**src/rtl/libnet_rx_seq_pkg.sv**
```systemverilog
// Shared constants, state and header-class types for the libnet receive sequence checker.
// Lego header offsets assume the 512-bit first beat layout.
package libnet_pkg;

    localparam int SEQ_W          = 32;
    localparam int APPID_W        = 8;
    localparam int LEGO_APPID_LSB = 336;
    localparam int LEGO_SEQ_LSB   = 344;
    localparam int LEGO_ACK_BIT   = 376;
    localparam int LEGO_SYN_BIT   = 377;

    typedef enum logic [1:0] {HDR, PASS, DROP} rx_state_e;

    typedef enum logic [1:0] {CLS_OK, CLS_DUP, CLS_OOO, CLS_REJECT} hdr_class_e;

    // Serial-number style comparison: a negative distance means a duplicate.
    function automatic hdr_class_e classify(input logic             app_ok,
                                            input logic             ack,
                                            input logic [SEQ_W-1:0] seq,
                                            input logic [SEQ_W-1:0] exp_seq);
        logic [SEQ_W-1:0] diff;
        diff = seq - exp_seq;
        if (!app_ok || ack)
            return CLS_REJECT;
        else if (diff == '0)
            return CLS_OK;
        else if (diff[SEQ_W-1])
            return CLS_DUP;
        return CLS_OOO;
    endfunction

endpackage

```
**src/rtl/libnet_rx_seq_if.sv**
```systemverilog
// AXI-Stream bundle used for the sysnet RX input and the app-facing output.
interface libnet_rx_seq_if #(
    parameter int DATA_W = 512
);
    logic [DATA_W-1:0]   tdata;
    logic [DATA_W/8-1:0] tkeep;
    logic                tvalid;
    logic                tlast;
    logic                tready;

    modport master (output tdata, output tkeep, output tvalid, output tlast, input  tready);
    modport slave  (input  tdata, input  tkeep, input  tvalid, input  tlast, output tready);
endinterface

```
**src/rtl/libnet_rx_seq_axis_reg.sv**
```systemverilog
// One-stage AXI-Stream register slice; output holds while valid and not ready.
module libnet_axis_reg #(
    parameter int DATA_W = 512
) (
    input  logic                clk,
    input  logic                rst,
    input  logic [DATA_W-1:0]   s_tdata_i,
    input  logic [DATA_W/8-1:0] s_tkeep_i,
    input  logic                s_tvalid_i,
    input  logic                s_tlast_i,
    output logic                s_tready_o,
    output logic [DATA_W-1:0]   m_tdata_o,
    output logic [DATA_W/8-1:0] m_tkeep_o,
    output logic                m_tvalid_o,
    output logic                m_tlast_o,
    input  logic                m_tready_i
);
    logic [DATA_W-1:0]   data_q;
    logic [DATA_W/8-1:0] keep_q;
    logic                valid_q;
    logic                last_q;

    assign s_tready_o = !valid_q || m_tready_i;

    always_ff @(posedge clk or posedge rst) begin
        if (rst) begin
            data_q  <= '0;
            keep_q  <= '0;
            valid_q <= 1'b0;
            last_q  <= 1'b0;
        end else if (s_tvalid_i && s_tready_o) begin
            data_q  <= s_tdata_i;
            keep_q  <= s_tkeep_i;
            valid_q <= 1'b1;
            last_q  <= s_tlast_i;
        end else if (m_tready_i) begin
            valid_q <= 1'b0;
        end
    end

    assign m_tdata_o  = data_q;
    assign m_tkeep_o  = keep_q;
    assign m_tvalid_o = valid_q;
    assign m_tlast_o  = last_q;
endmodule

```
**src/rtl/libnet_rx_seq.sv**
```systemverilog
// Per-app RX sequence checker: forwards in-order Lego packets, drops the rest, drives ack seq.
// Optional saturating stat counters are built when LIBNET_SEQ_STATS_EN is defined.
module libnet_rx_seq
    import libnet_pkg::*;
#(
    parameter logic [7:0] APP_ID = 8'h00,
    parameter int         DATA_W = 512
) (
    input  logic              clk,
    input  logic              rst,
    libnet_rx_seq_if.slave    rx,
    libnet_rx_seq_if.master   m,
    output logic [SEQ_W-1:0]  seq_out,
    output logic              seq_valid,
    output logic [31:0]       stat_ok,
    output logic [31:0]       stat_dup,
    output logic [31:0]       stat_ooo
);
    rx_state_e        state_q, state_d;
    logic [SEQ_W-1:0] expected_q, expected_d;
    logic [SEQ_W-1:0] seq_out_q, seq_out_d;
    logic             seq_valid_q, seq_valid_d;
    logic             slice_valid, slice_ready;
    logic             rx_ready, rx_fire;
    logic             completion, dup_hit;
    hdr_class_e       hdr_class;

    assign hdr_class = classify(rx.tdata[LEGO_APPID_LSB +: APPID_W] == APP_ID,
                                rx.tdata[LEGO_ACK_BIT],
                                rx.tdata[LEGO_SEQ_LSB +: SEQ_W],
                                expected_q);

    // Dropped beats are sunk regardless of the app; ready is forced low during reset.
    assign rx_ready  = ((state_q == DROP) || slice_ready) && !rst;
    assign rx.tready = rx_ready;
    assign rx_fire   = rx.tvalid && rx_ready;

    always_comb begin
        state_d     = state_q;
        expected_d  = expected_q;
        seq_out_d   = seq_out_q;
        seq_valid_d = 1'b0;
        slice_valid = 1'b0;
        completion  = 1'b0;
        dup_hit     = 1'b0;
        case (state_q)
            HDR: begin
                slice_valid = rx.tvalid && (hdr_class == CLS_OK);
                if (rx_fire) begin
                    if (hdr_class == CLS_OK) begin
                        if (rx.tlast) completion = 1'b1;
                        else          state_d    = PASS;
                    end else begin
                        dup_hit = (hdr_class == CLS_DUP);
                        if (!rx.tlast) state_d = DROP;
                    end
                end
            end
            PASS: begin
                slice_valid = rx.tvalid;
                if (rx_fire && rx.tlast) begin
                    completion = 1'b1;
                    state_d    = HDR;
                end
            end
            DROP: begin
                if (rx_fire && rx.tlast) state_d = HDR;
            end
            default: state_d = HDR;
        endcase
        if (completion) begin
            expected_d  = expected_q + 1'b1;
            seq_out_d   = expected_q + 1'b1;
            seq_valid_d = 1'b1;
        end else if (dup_hit) begin
            seq_out_d   = expected_q;
            seq_valid_d = 1'b1;
        end
    end

    always_ff @(posedge clk or posedge rst) begin
        if (rst) begin
            state_q     <= HDR;
            expected_q  <= '0;
            seq_out_q   <= '0;
            seq_valid_q <= 1'b0;
        end else begin
            state_q     <= state_d;
            expected_q  <= expected_d;
            seq_out_q   <= seq_out_d;
            seq_valid_q <= seq_valid_d;
        end
    end

    assign seq_out   = seq_out_q;
    assign seq_valid = seq_valid_q;

    libnet_axis_reg #(.DATA_W(DATA_W)) u_out_slice (
        .clk        (clk),
        .rst        (rst),
        .s_tdata_i  (rx.tdata),
        .s_tkeep_i  (rx.tkeep),
        .s_tvalid_i (slice_valid),
        .s_tlast_i  (rx.tlast),
        .s_tready_o (slice_ready),
        .m_tdata_o  (m.tdata),
        .m_tkeep_o  (m.tkeep),
        .m_tvalid_o (m.tvalid),
        .m_tlast_o  (m.tlast),
        .m_tready_i (m.tready)
    );

`ifdef LIBNET_SEQ_STATS_EN
    logic        ooo_hit;
    logic [31:0] stat_ok_q, stat_dup_q, stat_ooo_q;

    assign ooo_hit = (state_q == HDR) && rx_fire && (hdr_class == CLS_OOO);

    always_ff @(posedge clk or posedge rst) begin
        if (rst) begin
            stat_ok_q  <= '0;
            stat_dup_q <= '0;
            stat_ooo_q <= '0;
        end else begin
            if (completion && (stat_ok_q  != '1)) stat_ok_q  <= stat_ok_q  + 1'b1;
            if (dup_hit    && (stat_dup_q != '1)) stat_dup_q <= stat_dup_q + 1'b1;
            if (ooo_hit    && (stat_ooo_q != '1)) stat_ooo_q <= stat_ooo_q + 1'b1;
        end
    end

    assign stat_ok  = stat_ok_q;
    assign stat_dup = stat_dup_q;
    assign stat_ooo = stat_ooo_q;
`else
    assign stat_ok  = '0;
    assign stat_dup = '0;
    assign stat_ooo = '0;
`endif
endmodule

```
**src/flat_wrapper.sv**
```systemverilog
// flat-port wrapper written by rule: the top's interface ports become plain ports
module libnet_rx_seq_flat import libnet_pkg::*;
#(
    parameter logic [7:0] APP_ID = 8'h00,
    parameter int         DATA_W = 512
)
  (clk, rst, seq_out, seq_valid, stat_ok, stat_dup, stat_ooo, rx_tdata, rx_tkeep, rx_tvalid, rx_tlast, rx_tready, m_tdata, m_tkeep, m_tvalid, m_tlast, m_tready);
  libnet_rx_seq_if #(.DATA_W(DATA_W)) rx_i ();
  libnet_rx_seq_if #(.DATA_W(DATA_W)) m_i ();
  input  logic clk;
  input  logic rst;
  output logic [SEQ_W-1:0] seq_out;
  output logic seq_valid;
  output logic [31:0] stat_ok;
  output logic [31:0] stat_dup;
  output logic [31:0] stat_ooo;
  input wire logic [$bits(rx_i.tdata)-1:0] rx_tdata;
  input wire logic [$bits(rx_i.tkeep)-1:0] rx_tkeep;
  input wire logic [$bits(rx_i.tvalid)-1:0] rx_tvalid;
  input wire logic [$bits(rx_i.tlast)-1:0] rx_tlast;
  output wire logic [$bits(rx_i.tready)-1:0] rx_tready;
  output wire logic [$bits(m_i.tdata)-1:0] m_tdata;
  output wire logic [$bits(m_i.tkeep)-1:0] m_tkeep;
  output wire logic [$bits(m_i.tvalid)-1:0] m_tvalid;
  output wire logic [$bits(m_i.tlast)-1:0] m_tlast;
  input wire logic [$bits(m_i.tready)-1:0] m_tready;
  assign rx_i.tdata = rx_tdata;
  assign rx_i.tkeep = rx_tkeep;
  assign rx_i.tvalid = rx_tvalid;
  assign rx_i.tlast = rx_tlast;
  assign rx_tready = rx_i.tready;
  assign m_tdata = m_i.tdata;
  assign m_tkeep = m_i.tkeep;
  assign m_tvalid = m_i.tvalid;
  assign m_tlast = m_i.tlast;
  assign m_i.tready = m_tready;
  libnet_rx_seq #(.APP_ID(APP_ID), .DATA_W(DATA_W)) u_core (.clk(clk), .rst(rst), .rx(rx_i), .m(m_i), .seq_out(seq_out), .seq_valid(seq_valid), .stat_ok(stat_ok), .stat_dup(stat_dup), .stat_ooo(stat_ooo));
endmodule
```
**config.mk**
```make
export PLATFORM = sky130hd
export DESIGN_NAME = libnet_rx_seq_flat
export DESIGN_NICKNAME = d
export VERILOG_FILES = /design/src/rtl/libnet_rx_seq_pkg.sv /design/src/rtl/libnet_rx_seq_if.sv /design/src/rtl/libnet_rx_seq_axis_reg.sv /design/src/rtl/libnet_rx_seq.sv /design/src/flat_wrapper.sv
export SDC_FILE = /design/constraint.sdc
export NUM_CORES = 1
export LEC_CHECK = 0
export CAP_MARGIN = 5
export CORE_AREA = 2 2 504 506
export CTS_BUF_LIST = sky130_fd_sc_hd__clkbuf_8
export DETAILED_ROUTE_END_ITERATION = 8
export DIE_AREA = 0 0 506 508
export PLACE_DENSITY = 0.3
export SKIP_CTS_REPAIR_TIMING = 1
export SLEW_MARGIN = 20
export SYNTH_ARGS = -nofsm -noshare
export SYNTH_HDL_FRONTEND = slang
export SYNTH_SLANG_ARGS = --single-unit
```
**constraint.sdc**
```tcl
create_clock -name clk -period 27 [get_ports clk]
set_input_delay 2.7 -clock clk [delete_from_list [all_inputs] [get_ports clk]]
set_output_delay 2.7 -clock clk [all_outputs]
set_load 0.02 [all_outputs]
```
Word-level counts from Yosys, hierarchy flattened
Index checks and enable logic that the tools add are counted.

Flip-flop bits (word level): 645. Input port bits: 581. Output and inout bits: 708. Word-level logic and storage cells: 63.

$add $sub $neg: 2. Equal/unequal tests: 6. Muxes and demuxes: 28. Reduce and logical (&&, ||, !) cells: 19.

Operators by type and width (number): $mux W32 (2); $add A32 B1 Y32 const B (1); $logic_not A32 Y1 (1); $sub A32 B32 Y32 (1); $mux W2 (9); $mux W1 (14); $logic_not A8 Y1 (1); $logic_and A1 B1 Y1 (5); $eq A2 B1 Y1 const B (2); $logic_not A2 Y1 (2); $ne A2 B1 Y1 const B (2); $pmux W1 S2 (2); $pmux W2 S2 (1); $reduce_bool A2 Y1 (2); $logic_not A1 Y1 (3); $logic_or A1 B1 Y1 (3); $reduce_and A3 Y1 (1); $eq A2 B2 Y1 const B (1); $ne A2 B2 Y1 const B (1); $reduce_or A2 Y1 (1).

Depth between registers and ports, before layout
Word-level depth: 11. Depth in mapped cells: 16. Gate-level depth less buffers: 14.

Modules after synthesis
A second synthesis with hierarchy kept.

Cells, all modules: 2004. Area total of the unflattened synthesis: 27948.1 µm².

Modules (own cells, without submodules): libnet_axis_reg (times used 1, cells each 1222, area each 21680.8 µm², seq. area each 14463.9 µm²); libnet_rx_seq (times used 1, cells each 782, area each 6267.3 µm², seq. area each 1676.6 µm²).

Worst setup path after synthesis
Ideal clock, no wire load.

Path type: input to register. From: input rx_tdata[346]. To: register u_core.u_out_slice.data_q[126] (netlist: u_core.u_out_slice.m_tdata_o[126]). Library setup time: 0.128 ns. Data arrival time: 5.885 ns. Required time: 26.872 ns. Slack: 20.987 ns. Cell stages on the path: 14. Buffers on the path: 2. Cell sequence: ha_1 > nor2_2 > a211oi_1 > or4b_1 > a21boi_1 > o221ai_1 > a2111oi_2 > nor4b_4 > nand4_1 > o21ba_2 > nor2_8 > buf_2 > buf_4 > mux2_1.

Cells in the longest elaborated chain, start to end: 9. Elaborated cells between the ends (all ways): 12. Those cells by class: 1 x add/sub; 7 x mux; 4 x reduce/logical.

Ends and longest elaborated chain: start: declaration (RTL line flat_wrapper.sv:17) `input wire logic [$bits(rx_i.tdata)-1:0] rx_tdata;`; $sub A32 B32 Y32 (*) (RTL line libnet_rx_seq_pkg.sv:22) `diff = seq - exp_seq;`; $logic_not A32 Y1 / $mux W1 (equally long branches) (RTL line libnet_rx_seq_pkg.sv:25, libnet_rx_seq_pkg.sv:27); $mux W2 / $mux W1 (equally long branches) (RTL line libnet_rx_seq_pkg.sv:25) `else if (diff == '0)`; $mux W2 / $mux W1 (equally long branches) (RTL line libnet_rx_seq_pkg.sv:23) `if (!app_ok || ack)`; $mux W2 (*) (RTL line libnet_rx_seq_pkg.sv:29) `return CLS_OOO;`; $logic_not A2 Y1 (*) (RTL line libnet_rx_seq.sv:48) `slice_valid = rx.tvalid && (hdr_class == CLS_OK);`; $logic_and A1 B1 Y1 (*) (RTL line libnet_rx_seq.sv:48); $pmux W1 S2 (*) (RTL line libnet_rx_seq.sv:46) `case (state_q)`; $logic_and A1 B1 Y1 (*) (RTL line libnet_rx_seq_axis_reg.sv:31) `end else if (s_tvalid_i && s_tready_o) begin`; end signal: assignment (RTL line libnet_rx_seq_axis_reg.sv:32) `data_q <= s_tdata_i;`; end: declaration (RTL line libnet_rx_seq_axis_reg.sv:18) `logic [DATA_W-1:0] data_q;`.

Mark *: on every way between the ends. The rest lies on a longest branch, timed or not. A chain may end at the register's enable or synchronous reset.

Final worst setup path
From: input rx_tdata[344]. To: register u_core.u_out_slice.data_q[199] (netlist: u_core.u_out_slice.m_tdata_o[199]).

Same word-level chain as after synthesis.

==> flow_summary_export.csv <==
group,metric,value,unit
cells_and_area,fin_util,0.182,
cells_and_area,final_cells,6706,
synthesis,synth_most_common_cell,"dfrtp_1",
global_routing,grt_pass1_wl,214000,µm
flow_run,drv_cap,0,
timing,hold_viol_final,0,
cells_and_area,n_fill_cell,27653,
drt,dr.pass1.iters,5,
synthesis,ys_seq_area_frac,0.585,
drt,first_iter_violations,788,
timing,layout_setup_ws,17.96,ns
synthesis,netlist-cell-type-count,79,
pwr,power_density,49.2,nW/µm²
global_routing,use_met2,0.216,
global_routing,grt.total_usage,0.123,
cts,h-tree-depth,4,
synthesis,netlist_top_cells_count,"dfrtp_1, mux2_1, buf_4, nand2_1, a21oi_1",
synthesis,yosysTopAreaCell,"dfrtp_1",
drt,wl,163000,µm
synthesis,synth-edff-count,0,
worst_setup_path,cp-start-kind,"input port",
cts,cts_max_path_buffers,3,
cts,cts_tree,"yes",
worst_setup_path,crit_type,"input port to register",
synthesis,synth-async-reset-ratio,1.00,
drt,postRouteAntennaNets,0,
worst_setup_path,ff2ff_path_depth,17,
worst_setup_path,crit_path_frequent_cell,"buf_12",
worst_setup_path,timing.rr.start,"u_core.expected_q[9]",
timing,tightest_slew,0.978,ns
pwr,ir_drop,0.0350,mV
global_routing,grt-busiest-layer,"met2",
cells_and_area,drive_gt1_frac,0.0789,
timing,rsz0062_at_grt,"no",
worst_setup_path,end_kind,"register",
floorplan,chipHeight,508,µm
min_path,hold_class,"register to register",
global_routing,grt_start_max_net_pins,139,
cts,cts.sinks,645,
worst_setup_path,ff2ff_setup_slack,19.82,ns
cts,cts_buffers,145,
drt,drc_errors,0,
placement,io_buffers,1192,
synthesis,syn_area,27600,µm²
synthesis,ys_ff_latch,645,
worst_setup_path,rr_endpoint,"u_core.u_out_slice.m_tdata_o[199]",
global_routing,antenna_found_initial,101,
timing,setup_tns,0,ns
placement,dp.cells,6442,
placement,dp_hpwl,133000,µm
floorplan,core,252000,µm²
worst_setup_path,crit_slowest_cell,"buf_4",
status,status,"completed",
cells_and_area,finalInstanceArea,45900,µm²
worst_setup_path,path_cells,"clkdlybuf4s50_1 > inv_1 > ha_1 > nand2b_2 > a211oi_2 > o2111ai_1 > a211oi_1 > nor2_1 > o21ba_1 > o311ai_1 > nand4_1 > o21ba_2 > nor2_8 > buf_12 > buf_12 > buf_4 > mux2_1",
worst_setup_path,crit_required,27.75,ns
floorplan,floorplan.initialDensity,0.109,
synthesis,syn_avg_cell_area,14.1,µm²
cts,cts.clk_slew.worst_paths,0.06,ns
global_routing,grtUsageMet1,0.128,
global_routing,grt_pass1_vias,22364,
timing,fmax,111,MHz
worst_setup_path,cp_data_arrival_time,9.80,ns
placement,place_area,43000,µm²
global_routing,gr-total-overflow,0,
timing,layout_worst_path_cycle_share,0.335,
drt,num_vias,21251,
cts,clock_latency,0.93,ns
placement,gp_congestion,0.794,
synthesis,ys_warn_count,0,
pwr,power,2.26,mW
floorplan,fp-row-count,185,
synthesis,synthTopCellsByArea,"dfrtp_1, mux2_1, buf_4, ha_1, xnor2_1",
min_path,holdPathStages,1,
cells_and_area,area_growth,66.2,%
worst_setup_path,crit_fanout,138,
cts,cts_root_buf,"clkbuf_8",
pwr,p_leak,20.7,nW
worst_setup_path,endpoint,"u_core.u_out_slice.m_tdata_o[199]",
synthesis,yosysTopAreaCellShare,0.585,
worst_setup_path,setup.worst_path.start,"rx_tdata[344]",
floorplan,num_io_pins,1289,
floorplan,dieArea,257000,µm²
drt,wl_per_cell,24.4,µm
synthesis,synth_cells,1955,
timing,maxSlewHeadroom,0.348,
global_routing,met3_usage,0.0646,
synthesis,ys.flop_type,"dfrtp_1",
drt,viasPerCell,3.17,
floorplan,fp.dieW,506,µm
timing,final_max_slew_viol_count,0,
timing,period_minus_slack,9.04,ns
timing,whs,0.470,ns
worst_setup_path,max_stage_delay,0.82,ns
timing,setup_viol,0,
placement,dp_slack,16.93,ns
timing,fin_skew,0.0791,ns
cells_and_area,nets,3839,
==> critical path: cells and delay by family <==
family	cells	cell delay, ns
buffers and inverters	5	2.78
adder cells (fa/ha/maj)	1	0.24
AND/OR/NAND/NOR	4	1.25
AO/OA/AOI/OAI	6	2.06
multiplexers	1	0.39
==> layout make-up <==
type | instances | area [µm²] | share of cell area
clock inverter | 73 | 483 | 0.0105
clock buffer | 172 | 2370 | 0.0516
timing repair buffer | 1211 | 12100 | 0.264
inverter | 47 | 184 | 0.00401
tap | 3366 | 4210 | 0.0918
multi-input combinational | 1173 | 10300 | 0.225
antenna | 19 | 47.5 | 0.00104
sequential | 645 | 16100 | 0.352
==> cells by family after synthesis <==
kind of cell / Yosys count / share of synthesized area
xor gates and xnor gates: 41 / 0.0130
adders and majority gates: 35 / 0.0159
muxes: 602 / 0.245
buffers and inverters: 232 / 0.0543
and+or+nand+nor: 208 / 0.0389
AOI/OAI and AO/OA: 191 / 0.0476
DFF: 645 / 0.585
other: 1 / 0.000136
==> state kept, by name, indices dropped and copies added (netlist names) <==
name                           flops
u_core.u_out_slice.m_tlast_o       1
u_core.expected_q                 32
u_core.u_out_slice.m_tkeep_o      64
u_core.seq_out                    32
u_core.u_out_slice.m_tdata_o     512
u_core.state_q                     2
u_core.seq_valid                   1
u_core.u_out_slice.m_tvalid_o      1
==> layer usage <==
metal,vias to the layer above,part of all wire
met3,330,0.11
met1,10498,0.36
met5,-,0.0019
li1,9350,-
met4,52,0.022
met2,1021,0.50
==> power breakdown <==
part / internal (mW) / switching, mW / total [mW]
Combinational: 0.0863 / 0.0735 / 0.160
Sequential: 0.969 / 0.00114 / 0.970
Clock: 0.593 / 0.534 / 1.13
==> worst min-delay path by stage <==
| stage | to | slack (ns) | startpoint |
|---|---|---|---|
| after floorplan | u_core.expected_q[6] | 0.45 | u_core.expected_q[6] |
| after global placement | u_core.u_out_slice.m_tdata_o[159] | 0.47 | u_core.u_out_slice.m_tdata_o[159] |
| after detailed placement | u_core.expected_q[6] | 0.47 | u_core.expected_q[6] |
| after CTS | u_core.expected_q[6] | 0.48 | u_core.expected_q[6] |
| after global routing | u_core.u_out_slice.m_tdata_o[187] | 0.49 | u_core.u_out_slice.m_tdata_o[187] |
| final | u_core.expected_q[6] | 0.47 | u_core.expected_q[6] |
==> placed cells by master (no fill, tap or decap), types with 7 or more instances in the layout <==
cell type | netlist | layout
clkdlybuf4s50_1 | 0 | 1192
nand2b_1 | 7 | 7
nand2_1 | 64 | 64
mux2_2 | 21 | 21
ha_1 | 35 | 35
clkinv_2 | 0 | 8
inv_1 | 46 | 95
nor2_1 | 40 | 40
clkbuf_8 | 0 | 172
o21ai_0 | 29 | 29
diode_2 | 0 | 19
xnor2_1 | 36 | 36
mux2_1 | 578 | 578
buf_4 | 152 | 15
conb_1 | 1 | 96
o21ai_1 | 8 | 8
nand4_1 | 17 | 17
a21oi_1 | 58 | 58
nand3_1 | 18 | 18
and3_1 | 8 | 8
a211oi_1 | 14 | 14
dfrtp_1 | 645 | 645
nor3_1 | 19 | 19
No activity file was read; power rests on OpenSTA's default activity.
